$ cat config.mk
export PLATFORM = sky130hd
export DESIGN_NAME = keypad_time_entry_flat
export DESIGN_NICKNAME = d
export VERILOG_FILES = /design/src/rtl/keypad_time_entry_if.sv /design/src/rtl/keypad_time_entry.sv /design/src/flat_wrapper.sv
export SDC_FILE = /design/constraint.sdc
export NUM_CORES = 1
export LEC_CHECK = 0
export ABC_CLOCK_PERIOD_IN_PS = 4300
export CAP_MARGIN = 10
export CELL_PAD_IN_SITES_DETAIL_PLACEMENT = 1
export CELL_PAD_IN_SITES_GLOBAL_PLACEMENT = 1
export CORE_MARGIN = 2
export CORE_UTILIZATION = 39
export DETAILED_ROUTE_END_ITERATION = 10
export PLACE_DENSITY_LB_ADDON = 0.3
export SYNTH_ARGS = -nofsm -noshare
export SYNTH_HDL_FRONTEND = slang
export SYNTH_SLANG_ARGS = --single-unit
$ cat constraint.sdc
create_clock -name clk -period 4.3 [get_ports clk]
set_input_delay 0.645 -clock clk [delete_from_list [all_inputs] [get_ports clk]]
set_output_delay 0.645 -clock clk [all_outputs]
set_load 0.05 [all_outputs]
$ cat src/rtl/keypad_time_entry_if.sv
// Keypad-to-timer bus: key inputs from the scanner side, digit/load/stop outputs
// toward the timer digit counters.
interface keypad_time_entry_if;
  logic       key_pressed;
  logic [3:0] key_code;
  logic       timer_busy;
  logic       load;
  logic       stop_req;
  logic [3:0] bcd_min;
  logic [3:0] bcd_sec_tens;
  logic [3:0] bcd_sec_ones;
  logic [1:0] digit_count;
  logic       error;

  modport master (
    output key_pressed, key_code, timer_busy,
    input  load, stop_req, bcd_min, bcd_sec_tens, bcd_sec_ones, digit_count, error
  );

  modport slave (
    input  key_pressed, key_code, timer_busy,
    output load, stop_req, bcd_min, bcd_sec_tens, bcd_sec_ones, digit_count, error
  );
endinterface

$ cat src/rtl/keypad_time_entry.sv
// Microwave-style 3-digit time entry: shift-in digits, START validates and
// pulses load to the digit counters, CANCEL clears or requests a timer stop.
module keypad_time_entry #(
  parameter int unsigned MAX_SEC_TENS = 5,
  parameter int unsigned ERR_CYCLES   = 8
) (
  input  logic                 clk,
  input  logic                 clear,
  keypad_time_entry_if.slave   bus
);

  localparam int unsigned    ERR_W    = (ERR_CYCLES > 1) ? $clog2(ERR_CYCLES) : 1;
  localparam logic [ERR_W-1:0] ERR_LAST = ERR_W'(ERR_CYCLES - 1);

  localparam logic [1:0] ST_EMPTY = 2'd0;
  localparam logic [1:0] ST_ENTRY = 2'd1;
  localparam logic [1:0] ST_LOAD  = 2'd2;
  localparam logic [1:0] ST_ERROR = 2'd3;

  localparam logic [3:0] KEY_MAX_DIGIT = 4'd9;
  localparam logic [3:0] KEY_START     = 4'd10;
  localparam logic [3:0] KEY_CANCEL    = 4'd11;

  // A time of 0:00 or a seconds-tens digit beyond the limit cannot be loaded.
  function automatic logic entry_valid(input logic [3:0] min_d,
                                       input logic [3:0] tens_d,
                                       input logic [3:0] ones_d);
    return (tens_d <= 4'(MAX_SEC_TENS)) && ({min_d, tens_d, ones_d} != 12'd0);
  endfunction

  logic [1:0]       state_r,   state_s;
  logic [3:0]       min_r,     min_s;
  logic [3:0]       tens_r,    tens_s;
  logic [3:0]       ones_r,    ones_s;
  logic [1:0]       count_r,   count_s;
  logic             load_r,    load_s;
  logic             stop_r,    stop_s;
  logic             error_r,   error_s;
  logic [ERR_W-1:0] err_cnt_r, err_cnt_s;
  logic             key_prev_r;

  logic key_event_s;
  logic digit_evt_s;
  logic start_evt_s;
  logic cancel_evt_s;

  assign key_event_s  = bus.key_pressed & ~key_prev_r;
  assign digit_evt_s  = key_event_s & (bus.key_code <= KEY_MAX_DIGIT);
  assign start_evt_s  = key_event_s & (bus.key_code == KEY_START);
  assign cancel_evt_s = key_event_s & (bus.key_code == KEY_CANCEL);

  // Next-state and next-output computation for the entry FSM.
  always_comb begin
    state_s   = state_r;
    min_s     = min_r;
    tens_s    = tens_r;
    ones_s    = ones_r;
    count_s   = count_r;
    load_s    = 1'b0;
    stop_s    = 1'b0;
    error_s   = error_r;
    err_cnt_s = err_cnt_r;
    case (state_r)
      ST_EMPTY, ST_ENTRY: begin
        if (cancel_evt_s) begin
          if (bus.timer_busy) begin
            stop_s = 1'b1;
          end else begin
            min_s   = 4'd0;
            tens_s  = 4'd0;
            ones_s  = 4'd0;
            count_s = 2'd0;
            error_s = 1'b0;
            state_s = ST_EMPTY;
          end
        end else if (digit_evt_s && !bus.timer_busy) begin
          // A full buffer freezes; extra digits are dropped, not shifted.
          if (count_r != 2'd3) begin
            min_s   = tens_r;
            tens_s  = ones_r;
            ones_s  = bus.key_code;
            count_s = count_r + 2'd1;
            state_s = ST_ENTRY;
          end else begin
            state_s = ST_ENTRY;
          end
        end else if (start_evt_s && !bus.timer_busy && (state_r == ST_ENTRY)) begin
          if (entry_valid(min_r, tens_r, ones_r)) begin
            load_s  = 1'b1;
            state_s = ST_LOAD;
          end else begin
            min_s     = 4'd0;
            tens_s    = 4'd0;
            ones_s    = 4'd0;
            count_s   = 2'd0;
            error_s   = 1'b1;
            err_cnt_s = '0;
            state_s   = ST_ERROR;
          end
        end else begin
          state_s = state_r;
        end
      end
      ST_LOAD: begin
        // Digits stay on the bus after the load so the display keeps them.
        state_s = ST_EMPTY;
        count_s = 2'd0;
        if (cancel_evt_s) begin
          if (bus.timer_busy) begin
            stop_s = 1'b1;
          end else begin
            min_s  = 4'd0;
            tens_s = 4'd0;
            ones_s = 4'd0;
          end
        end else begin
          stop_s = 1'b0;
        end
      end
      ST_ERROR: begin
        if (cancel_evt_s && !bus.timer_busy) begin
          error_s   = 1'b0;
          err_cnt_s = '0;
          state_s   = ST_EMPTY;
        end else begin
          stop_s = cancel_evt_s;
          if (err_cnt_r == ERR_LAST) begin
            error_s   = 1'b0;
            err_cnt_s = '0;
            state_s   = ST_EMPTY;
          end else begin
            err_cnt_s = err_cnt_r + 1'b1;
          end
        end
      end
      default: begin
        state_s = ST_EMPTY;
        count_s = 2'd0;
        error_s = 1'b0;
      end
    endcase
  end

  // State, digit buffer and registered outputs; clear wins over everything.
  always_ff @(posedge clk) begin
    if (clear) begin
      state_r    <= ST_EMPTY;
      min_r      <= 4'd0;
      tens_r     <= 4'd0;
      ones_r     <= 4'd0;
      count_r    <= 2'd0;
      load_r     <= 1'b0;
      stop_r     <= 1'b0;
      error_r    <= 1'b0;
      err_cnt_r  <= '0;
      key_prev_r <= 1'b0;
    end else begin
      state_r    <= state_s;
      min_r      <= min_s;
      tens_r     <= tens_s;
      ones_r     <= ones_s;
      count_r    <= count_s;
      load_r     <= load_s;
      stop_r     <= stop_s;
      error_r    <= error_s;
      err_cnt_r  <= err_cnt_s;
      key_prev_r <= bus.key_pressed;
    end
  end

  assign bus.load         = load_r;
  assign bus.stop_req     = stop_r;
  assign bus.bcd_min      = min_r;
  assign bus.bcd_sec_tens = tens_r;
  assign bus.bcd_sec_ones = ones_r;
  assign bus.digit_count  = count_r;
  assign bus.error        = error_r;

endmodule

$ cat src/flat_wrapper.sv
// flat-port wrapper written by rule: the top's interface ports become plain ports
module keypad_time_entry_flat 
#(
  parameter int unsigned MAX_SEC_TENS = 5,
  parameter int unsigned ERR_CYCLES   = 8
)
  (clk, clear, bus_key_pressed, bus_key_code, bus_timer_busy, bus_load, bus_stop_req, bus_bcd_min, bus_bcd_sec_tens, bus_bcd_sec_ones, bus_digit_count, bus_error);
  keypad_time_entry_if bus_i ();
  input  logic clk;
  input  logic clear;
  input wire logic [$bits(bus_i.key_pressed)-1:0] bus_key_pressed;
  input wire logic [$bits(bus_i.key_code)-1:0] bus_key_code;
  input wire logic [$bits(bus_i.timer_busy)-1:0] bus_timer_busy;
  output wire logic [$bits(bus_i.load)-1:0] bus_load;
  output wire logic [$bits(bus_i.stop_req)-1:0] bus_stop_req;
  output wire logic [$bits(bus_i.bcd_min)-1:0] bus_bcd_min;
  output wire logic [$bits(bus_i.bcd_sec_tens)-1:0] bus_bcd_sec_tens;
  output wire logic [$bits(bus_i.bcd_sec_ones)-1:0] bus_bcd_sec_ones;
  output wire logic [$bits(bus_i.digit_count)-1:0] bus_digit_count;
  output wire logic [$bits(bus_i.error)-1:0] bus_error;
  assign bus_i.key_pressed = bus_key_pressed;
  assign bus_i.key_code = bus_key_code;
  assign bus_i.timer_busy = bus_timer_busy;
  assign bus_load = bus_i.load;
  assign bus_stop_req = bus_i.stop_req;
  assign bus_bcd_min = bus_i.bcd_min;
  assign bus_bcd_sec_tens = bus_i.bcd_sec_tens;
  assign bus_bcd_sec_ones = bus_i.bcd_sec_ones;
  assign bus_digit_count = bus_i.digit_count;
  assign bus_error = bus_i.error;
  keypad_time_entry #(.MAX_SEC_TENS(MAX_SEC_TENS), .ERR_CYCLES(ERR_CYCLES)) u_core (.clk(clk), .clear(clear), .bus(bus_i));
endmodule
Word level (Yosys, flattened, before mapping)

Index checks and enable logic that the tools add are counted.

Flip-flop bits (word level): 23
Input port bits: 8
Output and inout port bits: 17
Logic and storage cells: 113

$add $sub $neg: 2
Magnitude comparators: 2
Equality and inequality tests: 20
Muxes and demuxes: 54
Bitwise gates (word level): 7
Reduce and logical (&&, ||, !) cells: 18

Operators with widths:

| kind                                                   | count |
|---|---|
| two-way mux 4 bit                                      | 17 |
| case mux 4 bit (2 select lines)                        | 3 |
| two-way mux 2 bit                                      | 11 |
| two-way mux 3 bit                                      | 6 |
| AND reduction 5 bit                                    | 3 |
| two-way mux 1 bit                                      | 12 |
| nonzero test 12 bit                                    | 1 |
| equality test 4 bit (second input constant)            | 2 |
| inequality test 2 bit (second input constant)          | 4 |
| inequality test 3 x 1 -> 1 bit (second input constant) | 2 |
| inequality test 3 x 2 -> 1 bit (second input constant) | 2 |
| case mux 2 bit (3 select lines)                        | 1 |
| case mux 3 bit (2 select lines)                        | 1 |
| AND reduction 6 bit                                    | 1 |
| logical AND 1 bit                                      | 5 |
| OR reduction 5 bit                                     | 1 |
| bitwise AND 1 bit                                      | 4 |
| equality test 2 bit (second input constant)            | 2 |
| <= comparator 4 x 3 -> 1 bit (second input constant)   | 1 |
| <= comparator 4 bit (second input constant)            | 1 |
| inequality test 2 x 1 -> 1 bit (second input constant) | 2 |
| inequality test 4 x 1 -> 1 bit (second input constant) | 1 |
| inequality test 4 x 2 -> 1 bit (second input constant) | 1 |
| inequality test 4 x 3 -> 1 bit (second input constant) | 1 |
| 14 further kinds                                       | 18 |

Logic depth before layout (Yosys ltp)

Depth in word-level cells: 9
Depth in mapped cells: 7
Mapped depth without buffers: 6

Worst setup path before layout

Ideal clock, no wire load.

Kind: in2reg
From: in bus_key_code[2]
To: reg u_core.ones_r[0], in the netlist u_core.bus.bcd_sec_ones[0]
Setup time: 118 ps
Data arrival time: 2098 ps
Path slack: 2084 ps
Cell stages on the path: 6
Buffers on the path: 1
Cell sequence: nor4bb_1 and3_1 mux2_1 a21o_1 buf_6 a32o_2

Word-level cells in the longest chain between the ends: 6
Elaborated cells on any way between the ends: 17
Those cells by class: order compare: 1; eq/ne: 6; mux: 3; bitwise: 3; reduce/logical: 4

Ends and longest elaborated chain:

| item                                                                   | RTL line                                         | text |
|---|---|---|
| start, declared                                                        | flat_wrapper.sv:12                               | `input wire logic [$bits(bus_i.key_code)-1:0] bus_key_code;` |
| <= comparator 4 bit or equality test 4 bit (tied branches)             | keypad_time_entry.sv:48, keypad_time_entry.sv:49 |  |
| bitwise AND 1 bit, on equally long branches                            | keypad_time_entry.sv:48, keypad_time_entry.sv:49 |  |
| logical AND 1 bit, on equally long branches                            | keypad_time_entry.sv:76, keypad_time_entry.sv:87 |  |
| two-way mux 4 bit or logical AND 1 bit (tied branches)                 | keypad_time_entry.sv:76, keypad_time_entry.sv:87 |  |
| two-way mux 4 bit or inequality test 4 x 1 -> 1 bit (tied branches)    | n/a                                              |  |
| case mux 4 bit (2 select lines) or AND reduction 5 bit (tied branches) | n/a                                              |  |
| end signal, assigned                                                   | keypad_time_entry.sv:161                         | `ones_r <= ones_s;` |
| end, declared                                                          | keypad_time_entry.sv:34                          | `logic [3:0] ones_r, ones_s;` |

Parallel ways exist; a longest one is shown, timed or not.
A chain may end at the register's enable or synchronous reset.

Worst setup path after layout

From: in bus_key_pressed
To: reg u_core.ones_r[2], in the netlist u_core.bus.bcd_sec_ones[2]

Word-level cells in the longest chain between the ends: 6
Elaborated cells on any way between the ends: 15
Those cells by class: eq/ne: 4; mux: 3; bitwise: 4; reduce/logical: 4

Ends and longest elaborated chain:

| item                                                                             | RTL line                                         | text |
|---|---|---|
| start, declared                                                                  | flat_wrapper.sv:11                               | `input wire logic [$bits(bus_i.key_pressed)-1:0] bus_key_pressed;` |
| bitwise AND 1 bit (*)                                                            | keypad_time_entry.sv:47                          | `assign key_event_s = bus.key_pressed & ~key_prev_r;` |
| bitwise AND 1 bit, on equally long branches                                      | keypad_time_entry.sv:49, keypad_time_entry.sv:48 |  |
| logical AND 1 bit, on equally long branches                                      | keypad_time_entry.sv:87, keypad_time_entry.sv:76 |  |
| logical AND 1 bit or two-way mux 4 bit (tied branches)                           | keypad_time_entry.sv:87, keypad_time_entry.sv:76 |  |
| inequality test 4 x 1 -> 1 bit (no line) or two-way mux 4 bit (tied branches)    | n/a                                              |  |
| AND reduction 5 bit (no line) or case mux 4 bit (2 select lines) (tied branches) | n/a                                              |  |

Every way passes the cells marked *; elsewhere a longest branch is shown, timed or not.

==> flow_summary.yaml <==
routing:
  wl_per_cell_um: 15.8
  drt_first_pass_iters: 4
  antenna_left: 0
  dr_wl_met2_mm: 1.18
  vias_per_cell: 5.76
  vias: 876
  drtIter0Drc: 9
  dr_wl_met3_um: 87
  top_layer: "met4"
  routed_wl_mm: 2.40
  wl_met1_mm: 1.11
  drc_errors: 0
timing:
  maxSlewViolCount: 0
  max_freq_ghz: 0.378
  max_slew.worst_pin.slew_ps: 507
  fin_crit_ps: 2650
  relSlewSlack_pct: 66.1
  clock_skew_ps: 9.03
  grt_setup_unrepaired: "false"
  finalSetupViolCount: 0
  fin_setup_tns_ps: 0
  hold_ws_ps: 493
  finalHoldViolCount: 0
  fin_crit_sh_pct: 61.5
worst_hold_path:
  whs_endpoint: "u_core.bus.error"
  hold_depth: 2
  min_from: "u_core.bus.error"
  hold_class: "flop to flop"
worst_setup_path:
  cp_cell_sequence: "clkdlybuf4s50_1 -> nor4bb_1 -> and3_1 -> mux2_1 -> a21o_1 -> a32o_2"
  critPathArrivalTime_ps: 2850
  crit_family: "simple AND/OR/NAND/NOR gates"
  crit_buf_inv: 1
  r2r_end: "u_core.bus.bcd_sec_ones[2]"
  worstSetupPathType: "input pin to flop"
  reg2reg_slack_ps: 2150
  max_stage_delay_ps: 480
  ff2ff_path_depth: 5
  cp_slowest_cell: "clkdlybuf4s50_1"
  endpoint_kind: "flop"
  cp_data_required_time_ps: 4500
  startpoint_type: "input pin"
  r2r_start: "u_core.bus.bcd_sec_tens[0]"
  cp_max_fo: 12
synthesis:
  async_flop_share_pct: 0
  netlist.top_cell.by_area: "dfxtp_1"
  netlist_top_cells_area: "dfxtp_1 (45%), a32o_2 (13%), ha_1 (3.7%)"
  synth.distinct_cells: 34
  synth.avg_cell_area_sq_um: 10.2
  synthDominantCellAreaShare_pct: 45.2
  yosys_warnings: 0
  seq_area_frac_synth_pct: 45.2
  synth_edf_count: 0
  synth-main-ff-cell: "dfxtp_1"
  synth.net_count: 111
  synth-seq-cells: 23
  synthCells: 100
  syn_area_sq_um: 1020
die:
  initial_core_util_pct: 41.1
  io_pins: 25
  die_w_um: 55.1
  rows: 18
  die_h_um: 55.1
  dieArea_sq_um: 3040
  core_area_sq_um: 2480
placement:
  place_congestion: 0.730
  portBuffers: 24
  place_hpwl_mm: 1.81
cts:
  htreeDepth: 1
  clockBufferDepth: 2
  clkLatencyLatePin_ps: 310
  cts_setup_buffers: 0
  cts_tree: "built"
  cts_hold_buf: 0
  cts_inserted_buffers: 3
  cts_root_buf: "clkbuf_4"
  cts_resized: 0
  clk_pin_slew_ps: 130
  cts_sinks: 23
power_and_ir_drop:
  p_leak_nw: 0.545
  cellPowerDensity_nw_per_um2: 263
  peakVddDrop_uv: 166
  power_mw: 0.341
run_status:
  status: "finished clean"
cells_and_area:
  fin_util_pct: 52.2
  syn_to_final_growth_pct: 27.0
  nets: 134
  antenna_cells: 0
  final_cell_mix: "clkdlybuf4s50_1 (24), dfxtp_1 (23), a32o_2 (12), nand2_1 (7), nor2_1 (6)"
  final_common_cell: "clkdlybuf4s50_1"
  layout-drive-gt1-share_pct: 17.2
global_routing:
  grt.total_usage_pct: 18.0
  grt_pass1_wl_mm: 3.82
  grt_overflow: 0
  first_global_vias: 811
  grt_max_degree: 15
  antenna_found_initial: 0
flow_run:
  max-cap-violations: 0
==> final cells by class <==
cell class | count | area, sq um
fill | 274 | 1180
timing repair buffer | 24 | 240
sequential | 23 | 460
multi-input combinational | 68 | 517
clock buffer | 3 | 22.5
clock inverter | 1 | 5.00
tap | 30 | 37.5
inverter | 3 | 11.3
==> logic make-up after synthesis <==
family / count (synthesis) / synth area share [%]
compound gates: 27 / 24.3
fa+ha+maj: 3 / 3.69
buf+inv: 9 / 4.05
flops: 23 / 45.2
mux: 2 / 2.09
simple gates: 36 / 20.6
==> per-layer routing <==
| metal | vias up | track usage [%] |
|---|---|---|
| li1 | 429 | - |
| met5 | - | 0 |
| met3 | 2 | 2.42 |
| met1 | 428 | 24.8 |
| met4 | 0 | 7.32 |
| met2 | 17 | 28.2 |
==> flip-flops by register name, indices dropped and copies added, names as in the netlist <==
signal	cells
u_core.bus.bcd_sec_ones	4
u_core.bus.bcd_min	4
u_core.bus.digit_count	2
u_core.state_r	2
u_core.key_prev_r	1
u_core.bus.load	1
u_core.err_cnt_r	3
u_core.bus.bcd_sec_tens	4
u_core.bus.stop_req	1
u_core.bus.error	1
==> report_power, final <==
part	internal [mW]	switching (mW)	leakage (nW)	total, mW
clock	0.0347	0.0623	0.0177	0.0970
sequential	0.215	0.00129	0.186	0.216
combinational	0.0122	0.0156	0.341	0.0277
==> worst max path at each step <==
stage	start	to	cells after the start
global placement	bus_key_pressed	u_core.bus.bcd_min[2]	6
finish	bus_key_pressed	u_core.bus.bcd_sec_ones[2]	6
floorplan	bus_key_code[2]	u_core.bus.bcd_sec_ones[0]	6
global route	bus_key_pressed	u_core.bus.bcd_min[1]	6
CTS	bus_key_pressed	u_core.bus.bcd_sec_tens[2]	6
detailed placement	bus_key_pressed	u_core.bus.bcd_sec_tens[2]	6
==> worst register-to-register path, delay by kind of cell (launching register included) <==
kind	cells	cell delay [ps]
simple gates	2	770
compound gates	3	920
flops	1	360
==> synth_stat cells, drive strengths merged (2+ instances only) <==
cell,number
dfxtp,23
a32o,12
nand2,7
nor2,6
clkbuf,5
a21oi,3
and3,3
ha,3
inv,3
nor3,3
nor3b,3
o21ai,3
o31ai,3
a31oi,2
a32oi,2
and2,2
nand3,2
nor2b,2
nor4,2
or4,2
==> stage by stage <==
| step | cell area (sq um) | setup WS, ps | instances |
|---|---|---|---|
| 6_report | 1290 | 1650 | 152 |
| 5_1_grt | 1290 | 1570 | 152 |
| 4_1_cts | 1290 | 1720 | 152 |
| 3_5_place_dp | 1270 | 1370 | 148 |
| 3_3_place_gp | 1270 | 1500 | 148 |
| 2_1_floorplan | 1020 | 2080 | 100 |
No activity file was read; power rests on OpenSTA's default activity.
